`src/rtl/hopfield_update_ctrl_if.sv`:
```
// Bus between the Hopfield recall controller and its environment: host control,
// weight-memory handshake and the prediction datapath hookup.
interface hopfield_update_ctrl_if #(
  parameter int N  = 20,
  parameter int WW = 10,
  parameter int SW = 8
);
  logic                 start;
  logic [2*N-1:0]       init_state;
  logic                 busy;
  logic                 done;
  logic                 converged;
  logic [SW-1:0]        sweeps;
  logic [2*N-1:0]       state_out;
  logic                 w_req;
  logic [$clog2(N)-1:0] w_addr;
  logic                 w_valid;
  logic [WW*N-1:0]      w_row;
  logic [WW*N-1:0]      pred_weights;
  logic [2*N-1:0]       pred_x;
  logic signed [WW-1:0] pred_y;

  modport master (
    input  start, init_state, w_valid, w_row, pred_y,
    output busy, done, converged, sweeps, state_out, w_req, w_addr, pred_weights, pred_x
  );

  modport slave (
    output start, init_state, w_valid, w_row, pred_y,
    input  busy, done, converged, sweeps, state_out, w_req, w_addr, pred_weights, pred_x
  );
endinterface

```
`src/rtl/hopfield_update_ctrl.sv`:
```
// Hopfield recall sequencer: per-neuron fetch/eval/update sweeps until stable or limit.
// Define SYNC_UPDATE_EN for synchronous (snapshot/shadow) updates; default is in-place.
module hopfield_update_ctrl #(
  parameter int N          = 20,
  parameter int WW         = 10,
  parameter int SW         = 8,
  parameter int MAX_SWEEPS = 16
) (
  input logic                    clk,
  input logic                    rst,
  hopfield_update_ctrl_if.master bus
);
  localparam int AW = $clog2(N);
  localparam logic [AW-1:0] LAST_IDX = AW'(N - 1);
  localparam logic [SW-1:0] SWEEP_LIMIT = SW'(MAX_SWEEPS);
  localparam logic signed [WW-1:0] Y_ZERO = '0;

  typedef enum logic [2:0] {
    S_IDLE   = 3'd0,
    S_FETCH  = 3'd1,
    S_EVAL   = 3'd2,
    S_UPDATE = 3'd3,
    S_CHECK  = 3'd4,
    S_DONE   = 3'd5
  } fsm_e;

  fsm_e                 fsm_q;
  logic [AW-1:0]        idx_q;
  logic [2*N-1:0]       state_q;
  logic [WW*N-1:0]      row_q;
  logic signed [WW-1:0] ysum_q;
  logic [SW-1:0]        sweeps_q;
  logic                 busy_q;
  logic                 done_q;
  logic                 conv_q;
  logic                 w_req_q;
  logic                 changed_q;

  logic [SW-1:0]        sweeps_d;
  logic [1:0]           old_val_d;
  logic [1:0]           new_val_d;

  // A zero sum leaves the neuron as it was, including the 00/10 codes.
  function automatic logic [1:0] sign_update(input logic signed [WW-1:0] y, input logic [1:0] old);
    logic [1:0] r;
    if (y > Y_ZERO) r = 2'b01;
    else if (y < Y_ZERO) r = 2'b11;
    else r = old;
    return r;
  endfunction

`ifdef SYNC_UPDATE_EN
  logic [2*N-1:0] snap_q;
  logic [2*N-1:0] shadow_q;
  assign old_val_d  = snap_q[{idx_q, 1'b0} +: 2];
  assign bus.pred_x = snap_q;
`else
  assign old_val_d  = state_q[{idx_q, 1'b0} +: 2];
  assign bus.pred_x = state_q;
`endif

  assign new_val_d = sign_update(ysum_q, old_val_d);
  assign sweeps_d  = sweeps_q + SW'(1);

  assign bus.busy         = busy_q;
  assign bus.done         = done_q;
  assign bus.converged    = conv_q;
  assign bus.sweeps       = sweeps_q;
  assign bus.state_out    = state_q;
  assign bus.w_req        = w_req_q;
  assign bus.w_addr       = idx_q;
  assign bus.pred_weights = row_q;

  always_ff @(posedge clk) begin
    if (rst) begin
      fsm_q     <= S_IDLE;
      idx_q     <= '0;
      state_q   <= '0;
      row_q     <= '0;
      ysum_q    <= '0;
      sweeps_q  <= '0;
      busy_q    <= 1'b0;
      done_q    <= 1'b0;
      conv_q    <= 1'b0;
      w_req_q   <= 1'b0;
      changed_q <= 1'b0;
`ifdef SYNC_UPDATE_EN
      snap_q    <= '0;
      shadow_q  <= '0;
`endif
    end else begin
      case (fsm_q)
        S_IDLE: begin
          if (bus.start) begin
            state_q   <= bus.init_state;
            idx_q     <= '0;
            sweeps_q  <= '0;
            conv_q    <= 1'b0;
            changed_q <= 1'b0;
            busy_q    <= 1'b1;
            w_req_q   <= 1'b1;
            fsm_q     <= S_FETCH;
`ifdef SYNC_UPDATE_EN
            snap_q    <= bus.init_state;
            shadow_q  <= bus.init_state;
`endif
          end else begin
            fsm_q <= S_IDLE;
          end
        end
        S_FETCH: begin
          if (bus.w_valid) begin
            row_q   <= bus.w_row;
            w_req_q <= 1'b0;
            fsm_q   <= S_EVAL;
          end else begin
            fsm_q <= S_FETCH;
          end
        end
        S_EVAL: begin
          ysum_q <= bus.pred_y;
          fsm_q  <= S_UPDATE;
        end
        S_UPDATE: begin
`ifdef SYNC_UPDATE_EN
          shadow_q[{idx_q, 1'b0} +: 2] <= new_val_d;
`else
          state_q[{idx_q, 1'b0} +: 2] <= new_val_d;
`endif
          if (new_val_d != old_val_d) changed_q <= 1'b1;
          if (idx_q == LAST_IDX) begin
            fsm_q <= S_CHECK;
          end else begin
            idx_q   <= idx_q + AW'(1);
            w_req_q <= 1'b1;
            fsm_q   <= S_FETCH;
          end
        end
        S_CHECK: begin
          sweeps_q <= sweeps_d;
`ifdef SYNC_UPDATE_EN
          state_q  <= shadow_q;
`endif
          if (!changed_q || (sweeps_d == SWEEP_LIMIT)) begin
            conv_q <= !changed_q;
            busy_q <= 1'b0;
            done_q <= 1'b1;
            fsm_q  <= S_DONE;
          end else begin
            idx_q     <= '0;
            changed_q <= 1'b0;
            w_req_q   <= 1'b1;
            fsm_q     <= S_FETCH;
`ifdef SYNC_UPDATE_EN
            snap_q    <= shadow_q;
`endif
          end
        end
        S_DONE: begin
          done_q <= 1'b0;
          fsm_q  <= S_IDLE;
        end
        default: begin
          fsm_q <= S_IDLE;
        end
      endcase
    end
  end
endmodule

```
`src/flat_wrapper.sv`:
```
// flat-port wrapper written by rule: the top's interface ports become plain ports
module hopfield_update_ctrl_flat 
#(
  parameter int N          = 20,
  parameter int WW         = 10,
  parameter int SW         = 8,
  parameter int MAX_SWEEPS = 16
)
  (clk, rst, bus_start, bus_init_state, bus_w_valid, bus_w_row, bus_pred_y, bus_busy, bus_done, bus_converged, bus_sweeps, bus_state_out, bus_w_req, bus_w_addr, bus_pred_weights, bus_pred_x);
  hopfield_update_ctrl_if #(.N(N), .WW(WW), .SW(SW)) bus_i ();
  input logic clk;
  input logic rst;
  input wire logic [$bits(bus_i.start)-1:0] bus_start;
  input wire logic [$bits(bus_i.init_state)-1:0] bus_init_state;
  input wire logic [$bits(bus_i.w_valid)-1:0] bus_w_valid;
  input wire logic [$bits(bus_i.w_row)-1:0] bus_w_row;
  input wire logic [$bits(bus_i.pred_y)-1:0] bus_pred_y;
  output wire logic [$bits(bus_i.busy)-1:0] bus_busy;
  output wire logic [$bits(bus_i.done)-1:0] bus_done;
  output wire logic [$bits(bus_i.converged)-1:0] bus_converged;
  output wire logic [$bits(bus_i.sweeps)-1:0] bus_sweeps;
  output wire logic [$bits(bus_i.state_out)-1:0] bus_state_out;
  output wire logic [$bits(bus_i.w_req)-1:0] bus_w_req;
  output wire logic [$bits(bus_i.w_addr)-1:0] bus_w_addr;
  output wire logic [$bits(bus_i.pred_weights)-1:0] bus_pred_weights;
  output wire logic [$bits(bus_i.pred_x)-1:0] bus_pred_x;
  assign bus_i.start = bus_start;
  assign bus_i.init_state = bus_init_state;
  assign bus_i.w_valid = bus_w_valid;
  assign bus_i.w_row = bus_w_row;
  assign bus_i.pred_y = bus_pred_y;
  assign bus_busy = bus_i.busy;
  assign bus_done = bus_i.done;
  assign bus_converged = bus_i.converged;
  assign bus_sweeps = bus_i.sweeps;
  assign bus_state_out = bus_i.state_out;
  assign bus_w_req = bus_i.w_req;
  assign bus_w_addr = bus_i.w_addr;
  assign bus_pred_weights = bus_i.pred_weights;
  assign bus_pred_x = bus_i.pred_x;
  hopfield_update_ctrl #(.N(N), .WW(WW), .SW(SW), .MAX_SWEEPS(MAX_SWEEPS)) u_core (.clk(clk), .rst(rst), .bus(bus_i));
endmodule
```
`config.mk`:
```
export PLATFORM = sky130hd
export DESIGN_NAME = hopfield_update_ctrl_flat
export DESIGN_NICKNAME = d
export VERILOG_FILES = /design/src/rtl/hopfield_update_ctrl_if.sv /design/src/rtl/hopfield_update_ctrl.sv /design/src/flat_wrapper.sv
export SDC_FILE = /design/constraint.sdc
export NUM_CORES = 1
export LEC_CHECK = 0
export ABC_CLOCK_PERIOD_IN_PS = 3420
export BUFFER_PORTS_ARGS = -buffer_cell sky130_fd_sc_hd__buf_4
export CAP_MARGIN = 20
export CORE_AREA = 10 10 205 207
export DETAILED_ROUTE_END_ITERATION = 7
export DIE_AREA = 0 0 215 217
export PLACE_DENSITY_LB_ADDON = 0.2
export REMOVE_ABC_BUFFERS = 1
export SLEW_MARGIN = 20
export SYNTH_ARGS = -nofsm -noshare
export SYNTH_HDL_FRONTEND = slang
export SYNTH_SLANG_ARGS = --single-unit
export TNS_END_PERCENT = 1
```
`constraint.sdc`:
```
create_clock -name clk -period 3.42 [get_ports clk]
set_clock_uncertainty 0.15 [all_clocks]
set_input_delay 0 -clock clk [delete_from_list [all_inputs] [get_ports clk]]
set_output_delay 0 -clock clk [all_outputs]
set_load 0.02 [all_outputs]
```
==> results of run 1 <==
state kept, by name (all words and copies together) (netlist names):
register and count:
u_core.bus.pred_weights 200, u_core.bus.pred_x 40, u_core.ysum_q 10, u_core.bus.sweeps 8
u_core.bus.w_addr 5, u_core.fsm_q 3, u_core.bus.busy 1, u_core.bus.converged 1
u_core.bus.done 1, u_core.bus.w_req 1, u_core.changed_q 1
metal layers:
| layer | up-vias | global-route usage (%) | routed length (um) |
|---|---|---|---|
| met5 | - | 0 | 0 |
| met4 | 0 | 8.378 | 1888 |
| met3 | 105 | 6.546 | 4476 |
| met2 | 580 | 38.04 | 26750 |
| met1 | 6029 | 24.72 | 21260 |
| li1 | 6252 | - | - |
power groups by stage:
stage	Clock, mW	Combinational (mW)	Sequential, mW
5_1_grt	3.66	1.88	3.50
3_5_place_dp	0	1.48	3.55
4_1_cts	3.53	1.76	3.49
6_report	3.43	1.76	3.49
3_3_place_gp	0	1.47	3.55
2_1_floorplan	0	0.449	3.75
cell families (layout without fill, tap and decap cells):
kind of cell	Yosys count	after routing	synth area share [%]
AND/OR/NAND/NOR	657	657	24.45
AO/OA/AOI/OAI	324	324	16.29
flip-flops	271	271	48.47
buffers and inverters	145	906	6.585
multiplexers	32	32	3.454
adder cells (fa/ha/maj)	6	6	0.6707
XOR/XNOR	1	1	0.07827
other	0	3	0
final cells by class:
cell class,count,area share [%]
sequential,271,28.05
clock inverter,7,0.3298
timing repair buffer,846,36.85
clock buffer,49,5.160
inverter,4,0.07759
multi-input combinational,1020,26.15
tap,518,3.349
antenna,3,0.03879
through the flow:
step / setup slack [ps] / setup TNS [ps] / power (mW)
after CTS: 171.6 / 0 / 8.772
after global routing: 93.62 / 0 / 9.045
after global placement: 693.1 / 0 / 5.022
final: 299.0 / 0 / 8.680
after detailed placement: 596.3 / 0 / 5.034
after floorplan: -3855 / -770930 / 4.194
worst max-delay path: stages, from the launching register on:
cell           delay, ps
dfxtp_2              430
buf_4                200
mux4_1               550
mux2_2               270
nand3_1              150
a31oi_1              280
a221oi_1             320
nor2_1                70
dlygate4sd3_1        590
layout by cell type (no fill, tap or decap), types with 4 or more instances in the layout:
cell type,synthesis,layout
dlygate4sd3_1,0,274
a31oi_1,15,14
clkbuf_8,1,8
a221oi_1,7,7
buf_4,43,564
a211oi_1,13,13
nand3_1,24,24
o21ai_0,13,13
dfxtp_1,271,269
nor4_1,10,10
a21oi_1,238,238
nor2_1,79,78
nor3_1,25,24
ha_1,6,6
buf_12,0,7
clkbuf_1,90,7
nor2b_1,5,5
o21a_1,4,4
mux2_2,4,4
inv_1,4,4
nand2_1,476,476
a22oi_1,4,4
mux2i_1,24,24
a2bb2oi_1,10,10
clkbuf_16,0,35
how the worst max path moves through the flow:
| stage | slack (ps) | start | cells past startpoint | end |
|---|---|---|---|---|
| floorplan | -3850 | u_core.fsm_q[0]$_SDFF_PP0_ | 5 | u_core.bus.pred_weights[0]$_SDFFE_PP0P_ |
| global placement | 690 | u_core.bus.w_addr[0]$_SDFFE_PP0P_ | 8 | u_core.bus.pred_x[8]$_SDFFE_PP0P_ |
| detailed placement | 600 | u_core.bus.w_addr[1]$_SDFFE_PP0P_ | 8 | u_core.bus.pred_x[8]$_SDFFE_PP0P_ |
| CTS | 170 | u_core.bus.w_addr[0]$_SDFFE_PP0P_ | 10 | u_core.bus.pred_x[26]$_SDFFE_PP0P_ |
| global route | 90 | u_core.bus.w_addr[0]$_SDFFE_PP0P_ | 8 | u_core.bus.pred_x[26]$_SDFFE_PP0P_ |
| finish | 300 | u_core.bus.w_addr[0]$_SDFFE_PP0P_ | 8 | u_core.bus.pred_x[26]$_SDFFE_PP0P_ |
repair_timing:
action | CTS | global route
gates resized for setup | 0 | 4
endpoints found under the setup margin | 0 | 1
hold buffers | 274 | 0
endpoints found under the hold margin | 261 | 0
==> results.cfg, run 1 <==
[clock_network]
clock_sinks = 271
clk_pin_slew_ps = 60
post_cts_buffers = 0
clk_path_buf_depth = 3
cts_root_buf = clkbuf_16
cts_buffers = 34
h-tree-depth = 2
cts_tree = built
clock_latency_ps = 520

[timing]
period_minus_slack_ps = 3121
fin_crit_sh_pct = 91.26
maxSlewViolCount = 0
timing.final.hold_violations = 0
setup_viol = 0
rsz0062_at_grt = no
slew_headroom_pct = 48.53
worstMarginPinSlew_ps = 767.4
clock.fmax_mhz = 320.4
holdWs_ps = 128.6

[critical_path]
rr_endpoint = u_core.bus.pred_x[26]$_SDFFE_PP0P_
required_ps = 3660
crit_path_max_fanout = 8
worstPathArrival_ps = 3360
regToRegStartpoint = u_core.bus.w_addr[0]$_SDFFE_PP0P_
worstRegToRegCells = 8
crit_type = reg2reg
crit_path_end_kind = flop
regToRegSetupSlack_ps = 300
start_kind = flop

[synthesis]
yosys_warnings = 0
yosysMostFrequentCell = nand2_1
postSynthAreaPerCell_um2 = 7.794
synthCells = 1436
syn_area_um2 = 11190
synth_top_flop_cell = dfxtp_1
ys_seq_area_share_pct = 48.47
synth_commonest_cells = 476 x nand2_1, 271 x dfxtp_1, 238 x a21oi_1
synth_edf_count = 0
ys_types = 62
ys_ff_latch = 271
async_flop_share_pct = 0
synth_top_area_share_pct = 48.47
synth_top_area_cell = dfxtp_1
netlist_top_cells_area = dfxtp_1 48%, nand2_1 16%, a21oi_1 11%, clkbuf_1 3.0%, buf_4 2.9%

[layout]
fin_area_um2 = 19350
fillers = 3606
area_delta_synth_final_pct = 72.90
layout.nets = 2437
register_area_um2 = 5428
multi_input_area_um2 = 5060
drive_above_1_share_pct = 29.40
utilization_pct = 50.78
final_cell_count_no_fill = 2718

[power]
p_seq_share_pct = 40.2
ir_worst_vdd_mv = 0.2405
p_sw_share_pct = 28.58
internal_power_mw = 6.199
total_leakage_power_nw = 8.248
clkPwrFrac_pct = 39.5
pwr_density_cell_nw_per_um2 = 448.5
combPwrFrac_pct = 20.3
power_switching_mw = 2.480

[global_routing]
grt_pass1_wl_um = 80520
grt_pass1_vias = 13110
track_usage_pct = 21.83
overflow = 0
antenna_found_initial = 3
grt_max_degree = 105

[placed_design]
hpwlAfterDp_um = 39080
place.gp.congestion = 0.9399
portBuffers = 550
place_inst = 2385
dpl-instance-area_um2 = 15520

[min_path]
hold_path_end = u_core.bus.pred_weights[80]$_SDFFE_PP0P_
hold_depth = 4
hp-start = bus_w_row[80]
hold_path_class = in2reg

[route]
firstDrtPassIters = 5
vias = 12970
drcViolationCount = 0
drt_iter0_markers = 871
wl_per_cell_um = 20.01
avgViaCountPerCell = 4.770
ant_nets = 0
finalWirelength_um = 54370

[run_status]
status = complete, no violations

[job]
cap_violations = 0

[floorplanning]
num_rows = 72
core_area_um2 = 38110
io_pins = 551
die_area_um2 = 46660
die_y_um = 217
initial_core_util_pct = 29.37
dieWidth_um = 215
Note: power is estimated with default switching activity, not from simulation.
==> run 2, diff against run 1 <==
- CORE_AREA: 10 10 205 207 -> 2 2 215 217
- DIE_AREA: 0 0 215 217 -> 0 0 217 219
==> results.cfg, run 2 (synthesized netlist as in run 1, its figures left out) <==
[power]
pwr_density_cell_nw_per_um2 = 451.7
power_mw = 8.853
ir_worst_vdd_mv = 0.2432
total_leakage_power_nw = 8.306

[min_path]
hold_path_class = in2reg

[critical_path]
required_ps = 3670
start_kind = flop
crit_path_max_fanout = 16
worstPathArrival_ps = 3480
crit_path_end_kind = flop
crit_type = reg2reg

[clock_network]
clk_pin_slew_ps = 60
clock_latency_ps = 530
cts_buffers = 34
cts_tree = built
clock_sinks = 271
clk_path_buf_depth = 3
h-tree-depth = 2
cts_root_buf = clkbuf_16

[route]
vias = 12840
avgViaCountPerCell = 4.565
drt_iter0_markers = 766
wl_per_cell_um = 17.46
finalWirelength_um = 49090
ant_nets = 0
firstDrtPassIters = 5
drcViolationCount = 0

[placed_design]
portBuffers = 550
place.gp.congestion = 0.9170
dpl-instance-area_um2 = 15660
hpwlAfterDp_um = 34910

[layout]
largest_register_ffs = 200
area_delta_synth_final_pct = 75.10
multi_input_area_um2 = 5059
layout.nets = 2446
fillers = 4477
fin_area_um2 = 19600
register_area_um2 = 5426
drive_above_1_share_pct = 29.58
final_common_cell = buf_4
layout_common_cells = 568 x buf_4, 476 x nand2_1, 278 x dlygate4sd3_1

[global_routing]
grt_pass1_wl_um = 71900
grt_max_degree = 110
track_usage_pct = 19.37
overflow = 0
grt_pass1_vias = 12270
antenna_found_initial = 2

[timing]
timing.final.hold_violations = 0
clock.fmax_mhz = 308.9
setup_viol = 0
slew_headroom_pct = 44.71
rsz0062_at_grt = no
worstMarginPinSlew_ps = 829.3
fin_crit_sh_pct = 94.66
maxSlewViolCount = 0
period_minus_slack_ps = 3237

[floorplanning]
io_pins = 551
dieWidth_um = 217
die_area_um2 = 47520
core_area_um2 = 45090
num_rows = 78
initial_core_util_pct = 24.82
die_y_um = 219

[run_status]
status = complete, no violations

[job]
cap_violations = 0
## run 2: final cells by class
class	count	area share [%]
inverter	4	0.07661
sequential	271	27.69
clock buffer	51	5.184
tap	600	3.831
clock inverter	10	0.5491
timing repair buffer	855	36.84
multi-input combinational	1020	25.81
antenna	1	0.01277
## run 2: metrics by stage
stage / setup TNS [ps] / worst slack [ps] / instances / utilization (%) / hold slack (ps)
floorplan: -770930 / -3855 / 1295 / - / -80.93
finish: 0 / 182.7 / 2812 / 43.46 / 104.4
global placement: 0 / 609.6 / 2469 / 34.72 / 89.91
CTS: 0 / 16.38 / 2808 / 43.38 / 69.04
detailed placement: 0 / 577.9 / 2469 / 34.72 / 96.97
global route: 0 / 5.154 / 2812 / 43.46 / 89.42
## run 2: worst max-delay path, stage by stage (launching register included)
cell,delay [ps]
dfxtp_2,430
buf_4,260
mux4_2,530
and2_0,170
a31oi_1,260
nand3_2,190
nor2b_4,180
a221oi_1,250
nor2_1,70
dlygate4sd3_1,600
## run 2: final timing paths
path | from | end | slack, ps | cells past startpoint
hold / removal | bus_w_row[59] | u_core.bus.pred_weights[59]$_SDFFE_PP0P_ | 100 | 4
setup / recovery | u_core.bus.w_addr[0]$_SDFFE_PP0P_ | u_core.bus.pred_x[30]$_SDFFE_PP0P_ | 180 | 9
setup reg to reg | u_core.bus.w_addr[0]$_SDFFE_PP0P_ | u_core.bus.pred_x[30]$_SDFFE_PP0P_ | 180 | 9
hold reg to reg | u_core.bus.pred_weights[75]$_SDFFE_PP0P_ | u_core.bus.pred_weights[75]$_SDFFE_PP0P_ | 300 | 2
## run 2: where the power goes
group | internal, mW | switching [mW]
clock network | 2.15 | 1.47
registers | 3.33 | 0.146
logic | 0.861 | 0.896
## run 2: per-layer routing
layer  vias to the layer above  track usage [%]  share of wire (%)
met1                      5995            22.83                 41
met4                         2            5.251                2.1
met2                       491            35.04                 50
li1                       6282                -                  -
met5                         -                0              0.029
met3                        67            4.532                7.2
## run 2: what timing repair did
item                                    4_1_cts  5_1_grt
hold buffers                                278        0
endpoints found under the setup margin        0        3
hold endpoints to repair                    261        0
gates resized for setup                       0        3
setup buffers                                 0        2
==> run 3, diff against run 2 <==
- BUFFER_PORTS_ARGS: -buffer_cell sky130_fd_sc_hd__buf_4 -> unset
- CELL_PAD_IN_SITES_DETAIL_PLACEMENT: unset -> 0
- CELL_PAD_IN_SITES_GLOBAL_PLACEMENT: unset -> 2
- CORE_AREA: 2 2 215 217 -> 2 2 217 219
- DIE_AREA: 0 0 217 219 -> 0 0 219 221
- DONT_BUFFER_PORTS: unset -> 1
==> results.cfg, run 3 <==
[synthesis]
ys_ff_latch = 271
async_flop_share_pct = 0
netlist_top_cells_area = dfxtp_1 48%, nand2_1 16%, a21oi_1 11%, clkbuf_1 3.0%, buf_4 2.9%
synth_edf_count = 0
synth_top_flop_cell = dfxtp_1
syn_area_um2 = 11190
ys_seq_area_share_pct = 48.47
yosys_warnings = 0
synth_top_area_share_pct = 48.47
ys_types = 62
synth_commonest_cells = 476 x nand2_1, 271 x dfxtp_1, 238 x a21oi_1
postSynthAreaPerCell_um2 = 7.794
synth_top_area_cell = dfxtp_1
synthCells = 1436
yosysMostFrequentCell = nand2_1

[floorplanning]
dieWidth_um = 219
num_rows = 79
io_pins = 551
initial_core_util_pct = 24.30
die_y_um = 221

[run_status]
status = did not finish
error = [ERROR RSZ-0060] Max buffer count reached.
haltStage = clock tree synthesis

[placed_design]
place.gp.congestion = 0.7982
portBuffers = 0
hpwlAfterDp_um = 34360

[clock_network]
h-tree-depth = 2
cts-resized-gates = 0
cts_buffers = 36
ctsHoldBuffers = 402
cts_root_buf = clkbuf_16
clk_path_buf_depth = 3
post_cts_buffers = 0
clock_sinks = 271
run 3: cell counts after synthesis:
Identical to the previous run, type by type.
run 3: cells by family after synthesis:
logic type	count (synthesis)	share of synthesized area [%]
muxes	32	3.454
buffers and inverters	145	6.585
and+or+nand+nor	657	24.45
adders and majority gates	6	0.6707
DFF	271	48.47
xor gates and xnor gates	1	0.07827
AOI/OAI and AO/OA	324	16.29
run 3: per-stage QoR:
stage	utilization (%)	area [um^2]	cells	worst slack, ps	hold WS (ps)
2_1_floorplan	-	10470	1295	-3855	-80.93
3_3_place_gp	25.33	11670	1946	589.0	-61.64
3_5_place_dp	25.33	11670	1946	560.8	-60.66
==> run 4, diff against run 3 <==
- CELL_PAD_IN_SITES_DETAIL_PLACEMENT: 0 -> unset
- CELL_PAD_IN_SITES_GLOBAL_PLACEMENT: 2 -> unset
- CORE_AREA: 2 2 217 219 -> 2 2 215 217
- DIE_AREA: 0 0 219 221 -> 0 0 217 219
- PLACE_DENSITY_LB_ADDON: 0.2 -> 0.15
==> results.cfg, run 4 <==
[placed_design]
pre_cts_slack_ps = 444.7
portBuffers = 0
hpwlAfterDp_um = 32300
place.gp.congestion = 0.9008

[synthesis]
synth_top_family_by_area = simple AND/OR/NAND/NOR gates
yosys.area_share.adder_pct = 0.6708
ys_seq_area_share_pct = 48.47
synth_top_flop_cell = dfxtp_1
ys_types = 62
synthCells = 1436
synth_commonest_cells = 476 x nand2_1, 271 x dfxtp_1, 238 x a21oi_1
ys_ff_latch = 271
synth-compound-area-share_pct = 16.29
synth_mux_area_share_pct = 3.454
netlist_top_cells_area = dfxtp_1 48%, nand2_1 16%, a21oi_1 11%, clkbuf_1 3.0%, buf_4 2.9%
synth_edf_count = 0
yosysMostFrequentCell = nand2_1
synth-xor-area-share_pct = 0.07826
synth-simple-area-share_pct = 24.45
async_flop_share_pct = 0
postSynthAreaPerCell_um2 = 7.794
yosys_warnings = 0
synth_top_area_cell = dfxtp_1
syn_area_um2 = 11190
synth_top_area_share_pct = 48.47

[floorplanning]
io_pins = 551
die_y_um = 219
num_rows = 78
initial_core_util_pct = 24.82
dieWidth_um = 217

[clock_network]
cts_buffers = 34
post_cts_buffers = 0
cts_root_buf = clkbuf_16
ctsHoldBuffers = 403
clk_path_buf_depth = 3
h-tree-depth = 2
cts-resized-gates = 0
clock_sinks = 271

[run_status]
error = [ERROR RSZ-0060] Max buffer count reached.
status = did not finish
haltStage = clock tree synthesis
-- run 4: cell counts after synthesis --
Identical to the previous run, type by type.
-- run 4: logic make-up after synthesis --
family,Yosys count
buffers and inverters,145
flip-flops,271
AND/OR/NAND/NOR,657
adder cells (fa/ha/maj),6
AO/OA/AOI/OAI,324
XOR/XNOR,1
multiplexers,32
-- run 4: metrics by stage --
stage	util, %	hold WS [ps]	setup TNS [ps]	area (um^2)	cells
after floorplan	-	-80.93	-770930	10470	1295
after global placement	26.03	-56.72	0	11740	1951
after detailed placement	26.03	-57.13	0	11740	1951
